==> src/rtl/pc_select_unit.sv <==
// Program counter and next-PC selector: sequential fetch, branch, jr/jalr and J-type redirects,
// plus IF flush strobe, sticky misaligned-jr flag and a saturating redirect counter.
module pc_select_unit #(
  parameter int unsigned       ADDR_W   = 32,
  parameter logic [ADDR_W-1:0] RESET_PC = '0,
  parameter int unsigned       CNT_W    = 16
) (
  input  logic              clk,
  input  logic              rst,
  input  logic              PCWrite,
  input  logic [1:0]        JumpOP,
  input  logic [ADDR_W-1:0] BranchAddr,
  input  logic [ADDR_W-1:0] JrAddr,
  input  logic [25:0]       JumpIndex,
  input  logic [ADDR_W-1:0] ID_PC4,
  output logic [ADDR_W-1:0] PCout,
  output logic [ADDR_W-1:0] PC4out,
  output logic              IF_Flush,
  output logic              AddrErr,
  output logic [CNT_W-1:0]  RedirectCnt
);

  typedef enum logic [1:0] {
    JSEQ = 2'b00,
    JBR  = 2'b01,
    JREG = 2'b10,
    JJMP = 2'b11
  } jumpOp_e;

  jumpOp_e          op;
  logic             redirect;
  logic             misaligned;
  logic [ADDR_W-1:0] jTarget;
  logic [ADDR_W-1:0] target;
  logic [ADDR_W-1:0] nextPc;
  logic             unusedPc4Low;

  assign op         = jumpOp_e'(JumpOP);
  assign redirect   = (op != JSEQ);
  assign misaligned = (op == JREG) && (JrAddr[1:0] != 2'b00);
  assign IF_Flush   = redirect;
  assign PC4out     = PCout + ADDR_W'(4);

  // J-type keeps the region bits of the jump's own PC+4; only meaningful above bit 27.
  if (ADDR_W > 28) begin : gRegion
    assign jTarget = {ID_PC4[ADDR_W-1:28], JumpIndex, 2'b00};
  end else begin : gNoRegion
    assign jTarget = {JumpIndex, 2'b00};
  end
  assign unusedPc4Low = ^ID_PC4[27:0];

  always_comb begin
    target = PC4out;
    case (op)
      JBR:     target = BranchAddr;
      JREG:    target = {JrAddr[ADDR_W-1:2], 2'b00};
      JJMP:    target = jTarget;
      default: target = PC4out;
    endcase
  end

  // A redirect wins over a load-use stall; the stalled fetch is squashed by IF_Flush.
  always_comb begin
    nextPc = PCout;
    if (redirect)     nextPc = target;
    else if (PCWrite) nextPc = PC4out;
  end

  always_ff @(posedge clk or negedge rst) begin
    if (!rst) begin
      PCout       <= RESET_PC;
      AddrErr     <= 1'b0;
      RedirectCnt <= '0;
    end else begin
      PCout <= nextPc;
      if (misaligned) AddrErr <= 1'b1;
      if (redirect && (RedirectCnt != '1)) RedirectCnt <= RedirectCnt + CNT_W'(1);
    end
  end

endmodule

==> config.mk <==
export PLATFORM = sky130hd
export DESIGN_NAME = pc_select_unit
export DESIGN_NICKNAME = d
export VERILOG_FILES = /design/src/rtl/pc_select_unit.sv
export SDC_FILE = /design/constraint.sdc
export NUM_CORES = 1
export LEC_CHECK = 0
export BUFFER_PORTS_ARGS = -buffer_cell sky130_fd_sc_hd__buf_2
export CAP_MARGIN = 40
export CORE_UTILIZATION = 44
export DETAILED_ROUTE_END_ITERATION = 6
export GPL_ROUTABILITY_DRIVEN = 0
export PLACE_DENSITY = 0.93
export SLEW_MARGIN = 20
export SYNTH_ARGS = -nofsm -noshare
export SYNTH_HDL_FRONTEND = slang
export SYNTH_SLANG_ARGS = --single-unit
==> constraint.sdc <==
create_clock -name clk -period 2.4 [get_ports clk]
set_input_delay 0.48 -clock clk [delete_from_list [all_inputs] [get_ports clk]]
set_output_delay 0.48 -clock clk [all_outputs]
set_load 0.03 [all_outputs]
==> impl_metrics.tcl, run 1 <==
set metrics [dict create \
    status "finished with violations" \
    failed_checks "negative setup slack" \
    crit_fanout 4 \
    fp.dieW_um 91.3 \
    antenna_found_initial 0 \
    synth_cells 312 \
    hold_ws_ns 0.272 \
    wl_per_cell_um 18.6 \
    clk_pin_slew_ns 0.10 \
    grt_pass1_vias 3763 \
    synth_most_common_cell "dfrtp_1" \
    gr-usage-all-layers_pct 27.9 \
    synth_top_cell_by_area "dfrtp_1" \
    dp_cells 603 \
    rows 32 \
    grt_max_degree 50 \
    first_pass_iters 4 \
    start_kind "flip-flop" \
    fin_area_um2 5460 \
    die_h_um 91.3 \
    skew_ns 0.0107 \
    relSlewSlack_pct 56.6 \
    irDropWorstVdd_v 0.000879 \
    core_area_um2 7730 \
    worstSetupPathType "reg2out" \
    place_area_um2 4810 \
    post-route-period-util_pct 103 \
    synth_common_cells "dfrtp_1, xnor2_1, mux4_2, nand3_1, nand2_1" \
    diodes 0 \
    die-area_um2 8330 \
    cts_tree "built" \
    grt-ovfl-total 0 \
    via_per_inst 5.55 \
    timing.setup.tns_ns -0.305 \
    numCtsBuffers 5 \
    tightest_slew_ns 0.651 \
    synth_nets 441 \
    grt_pass1_wl_mm 18.2 \
    postRouteAntennaNets 0 \
    async_flop_share_pct 100 \
    vias 3544 \
    ios 209 \
    netlist_area_um2 3510 \
    cts-root-buf "clkbuf_8" \
    synth.area.top_cells "dfrtp_1, mux4_2, xnor2_1" \
    cts_sinks 49 \
    yosysTopAreaCellShare_pct 35.0 \
    ys_types 40 \
    rsz0062_at_grt "yes" \
    crit_top_cell "buf_4" \
    fmax_mhz 404 \
    avgSynthCellArea_um2 11.2 \
    insertion_delay_ns 0.30 \
    drt_iter0_drc 187 \
    start_util_pct 45.4 \
    max-cap-violations 0 \
    route.detailed.drc 0 \
    crit_required_ns 1.92 \
    nets 665 \
    setup_viol 9 \
    synth-main-ff-cell "dfrtp_1" \
    drive_above_1_share_pct 62.6 \
    clk_path_buf_depth 2 \
    crit_chain "nand4_4 > buf_4 > nor4_4 > buf_4 > buf_4 > nand3_2 > xnor2_2 > buf_6" \
    setup.worst_path.end_class "output pin" \
    port_buffers 180 \
    arrival_ns 1.99 \
    synth_seq_cells 49 \
    dp_hpwl_mm 8.40 \
    total_power_mw 3.41 \
    cp_top_family "buffers and inverters" \
    min_period_ns 2.47 \
    critical_path_buf_inv_count 4 \
    area_growth_pct 55.7 \
    fin_cells 639 \
    slowest_stage "dfrtp_1" \
    yosysSeqAreaShare_pct 35.0 \
    slowest_delay_ns 0.41 \
    p_per_area_nw_per_um2 624 \
    hold_path.class "in2async" \
    p_leak_nw 2.59 \
    yosys_warnings 0 \
    pre_cts_ws_ns 0.0425 \
    hold_viol_final 0 \
    final_util_pct 70.7 \
    routed_wl_mm 11.9 \
    final_max_slew_viol_count 0 \
    h-tree-depth 2 \
    setup_slack_ns -0.0728 \
    synth_edf_count 0 \
]
==> repair_timing <==
action | CTS | global route
buffers inserted | 17 | 12
endpoints found under the setup margin | 21 | 21
hold buffers | 0 | 0
resized for setup | 49 | 33
pin swaps | 14 | 12
==> logic make-up (layout without fill, tap and decap cells) <==
| logic type | after synthesis | after routing | share of synthesized area (%) |
|---|---|---|---|
| and+or+nand+nor | 116 | 116 | 20.4 |
| xor gates and xnor gates | 53 | 53 | 14.1 |
| DFF | 49 | 49 | 35.0 |
| muxes | 35 | 35 | 20.4 |
| AOI/OAI and AO/OA | 29 | 29 | 5.96 |
| buffers and inverters | 28 | 253 | 3.53 |
| adders and majority gates | 2 | 2 | 0.713 |
==> where the power goes <==
group	internal [mW]	switching [mW]	total, mW	leakage, nW
logic	0.667	0.895	1.56	1.93
registers	0.957	0.173	1.13	0.589
clock network	0.420	0.298	0.718	0.0687
total	2.04	1.37	3.41	2.59
==> state kept, by name, indices dropped and copies added (netlist names) <==
name         count
PCout           32
AddrErr          1
RedirectCnt     16
==> layout by cell type (no fill, tap or decap), types with 4 or more instances in the layout <==
cell,n
and4_1,4
dfrtp_1,43
inv_1,6
xor2_1,11
nand2_1,14
clkbuf_8,5
a31oi_1,4
xnor2_4,5
buf_6,21
buf_4,58
mux2i_1,4
a31o_2,10
xnor2_1,26
and3_1,10
nor2b_1,13
xnor2_2,9
nand4_1,16
nor2_1,11
nand3_1,11
mux4_2,29
and2_1,5
buf_2,159
nand3_4,4
a21oi_1,4
dfrtp_2,6
==> final timing paths <==
kind	from	to	slack, ns	cells past startpoint
max reg2reg	PCout[8]$_DFFE_PN0P_	PCout[21]$_DFFE_PN0P_	0.34	7
min	rst	PCout[18]$_DFFE_PN0P_	0.27	2
max in group asynchronous	rst	PCout[2]$_DFFE_PN0P_	1.66	2
min in group clk	JrAddr[0]	AddrErr$_DFFE_PN0P_	0.41	3
min reg2reg	AddrErr$_DFFE_PN0P_	AddrErr$_DFFE_PN0P_	0.49	1
max	PCout[8]$_DFFE_PN0P_	PC4out[27]	-0.07	8
==> metal layers <==
metal,GRT usage (%),part of all wire [%],up-vias
met5,0,0,-
met4,11.1,3.3,0
met3,4.77,5.3,36
met2,51.3,54,156
met1,32.1,37,1743
li1,-,-,1609
==> layout make-up <==
| cell class | count | area [µm²] |
|---|---|---|
| Sequential cell | 49 | 1230 |
| Clock inverter | 3 | 68.8 |
| Fill cell | 571 | 2270 |
| Multi-Input combinational cell | 235 | 2450 |
| Tap cell | 102 | 128 |
| Inverter | 6 | 22.5 |
| Timing Repair Buffer | 239 | 1490 |
| Clock buffer | 5 | 68.8 |
Power figures use the tool's default switching activity.
==> inputs of run 2 (changes only) <==
Settings changed: TNS_END_PERCENT set to 5.
==> run 2 against run 1 <==
Net effect:
- the run still ends with negative setup slack left
- power is 9.0% lower
- clock skew rose by 0.0028 ns
- setup slack improved by 0.059 ns
- sequential power barely moved
- wire length decreased by 7.7%
- largest cell class unchanged
==> impl_metrics.tcl, run 2 (synthesis gave the netlist of run 1 again) <==
set metrics [dict create \
    insertion_delay_ns 0.30 \
    largest_register "PCout" \
    fill_cells 615 \
    fmax_mhz 414 \
    failed_checks "negative setup slack" \
    setup_viol 2 \
    diodes 0 \
    tightest_slew_ns 0.535 \
    rsz0062_at_grt "yes" \
    arrival_ns 1.93 \
    cts_hold_buf 0 \
    route.detailed.drc 0 \
    cts_tree "built" \
    final_common_cell "buf_2" \
    grt-ovfl-total 0 \
    setup_slack_ns -0.0140 \
    numCtsBuffers 5 \
    crit_required_ns 1.92 \
    layout_common_cells "buf_2, buf_4, dfrtp_1, xnor2_1, mux4_2" \
    status "finished with violations" \
    core_area_um2 7730 \
    max-cap-violations 0 \
    reg2reg_to "PCout[21]$_DFFE_PN0P_" \
    critical_path_buf_inv_count 2 \
    r2r-start "PCout[11]$_DFFE_PN0P_" \
    hold_path.class "in2async" \
    postRouteAntennaNets 0 \
    crit_fanout 5 \
    r2r_slack_ns 0.20 \
    cts_sinks 49 \
    die-area_um2 8330 \
    p_per_area_nw_per_um2 607 \
    routed_wl_mm 11.0 \
    clk_path_buf_depth 2 \
    antenna_found_initial 0 \
    hold_viol_final 0 \
    largest_register_ffs 32 \
    ios 209 \
    vias 3462 \
    slowest_stage "dfrtp_2" \
    slowest_delay_ns 0.41 \
    skew_ns 0.0135 \
    cp_top_family "simple AND/OR/NAND/NOR gates" \
    timing.setup.tns_ns -0.0242 \
    final_max_slew_viol_count 0 \
    die_h_um 91.3 \
    drive_above_1_share_pct 60.1 \
    hold_ws_ns 0.0503 \
    fp.dieW_um 91.3 \
    area_growth_pct 45.8 \
    port_buffers 180 \
    post-route-period-util_pct 101 \
    critPathLaunch "PCout[11]$_DFFE_PN0P_" \
    grt_max_degree 30 \
    grt_pass1_wl_mm 17.1 \
    worstSetupPathType "reg2out" \
    rows 32 \
    wl_per_cell_um 17.7 \
    drt_iter0_drc 111 \
    setup.worst_path.end_class "output pin" \
    h-tree-depth 2 \
    start_kind "flip-flop" \
    p_leak_nw 2.43 \
    first_pass_iters 4 \
    clk_pin_slew_ns 0.09 \
    reg_top3 "PCout (32), RedirectCnt (16), AddrErr (1)" \
    crit_chain "nand4_4 > buf_4 > nor4_4 > and2_4 > nand2_1 > xnor2_2 > buf_6" \
    gr-usage-all-layers_pct 25.9 \
    min_period_ns 2.41 \
    start_util_pct 45.4 \
    relSlewSlack_pct 64.1 \
    irDropWorstVdd_v 0.000647 \
    cp.depth 7 \
    grt_pass1_vias 3496 \
    rr_worst_depth 8 \
    cts-root-buf "clkbuf_8" \
    dp_hpwl_mm 8.42 \
    crit_end "PC4out[21]" \
    via_per_inst 5.56 \
    nets 649 \
]
[run 2: report_power, final]
group          leakage (nW)  total [mW]  switching [mW]  internal [mW]
logic                  1.79        1.48           0.868          0.614
clock network        0.0481       0.500           0.293          0.207
registers             0.586        1.12           0.162          0.959
[run 2: how the worst min path moves through the flow]
stage                   startpoint                    end  slack (ns)  cells past startpoint
2_1_floorplan                  rst    AddrErr$_DFFE_PN0P_        0.18                      0
3_3_place_gp   AddrErr$_DFFE_PN0P_    AddrErr$_DFFE_PN0P_        0.46                      1
3_5_place_dp                   rst  PCout[10]$_DFFE_PN0P_        0.38                      1
4_1_cts                        rst  PCout[10]$_DFFE_PN0P_        0.05                      1
5_1_grt                        rst  PCout[10]$_DFFE_PN0P_        0.06                      1
6_report                       rst  PCout[10]$_DFFE_PN0P_        0.05                      1
[run 2: layout make-up]
type | count | area, µm² | area share (%)
Clock inverter | 3 | 22.5 | 0.440
Sequential cell | 49 | 1240 | 24.2
Tap cell | 102 | 128 | 2.49
Multi-Input combinational cell | 235 | 2300 | 44.9
Timing Repair Buffer | 223 | 1340 | 26.1
Inverter | 6 | 22.5 | 0.440
Clock buffer | 5 | 68.8 | 1.35
[run 2: through the flow]
stage	power, mW	setup WS (ns)	instances	util [%]	area (µm²)
final	3.10	-0.0140	623	66.2	5120
after global routing	3.25	-0.0843	623	66.2	5120
after CTS	3.05	-0.0191	617	63.8	4930
after detailed placement	2.50	0.0588	600	61.2	4730
after global placement	2.45	0.135	599	60.9	4710
after floorplan	2.02	-0.153	312	-	3550
[run 2: routing by layer]
layer | share of wire (%) | track usage [%] | up-vias
met5 | 0 | 0 | -
met4 | 1.7 | 6.35 | 0
met3 | 6.1 | 4.69 | 22
met2 | 55 | 48.7 | 145
met1 | 37 | 30.4 | 1722
li1 | - | - | 1573
[run 2: what timing repair did]
action,4_1_cts,5_1_grt
gates cloned,0,0
pin swaps,1,9
buffers inserted,9,6
setup endpoints to repair,21,19
resized for setup,20,43
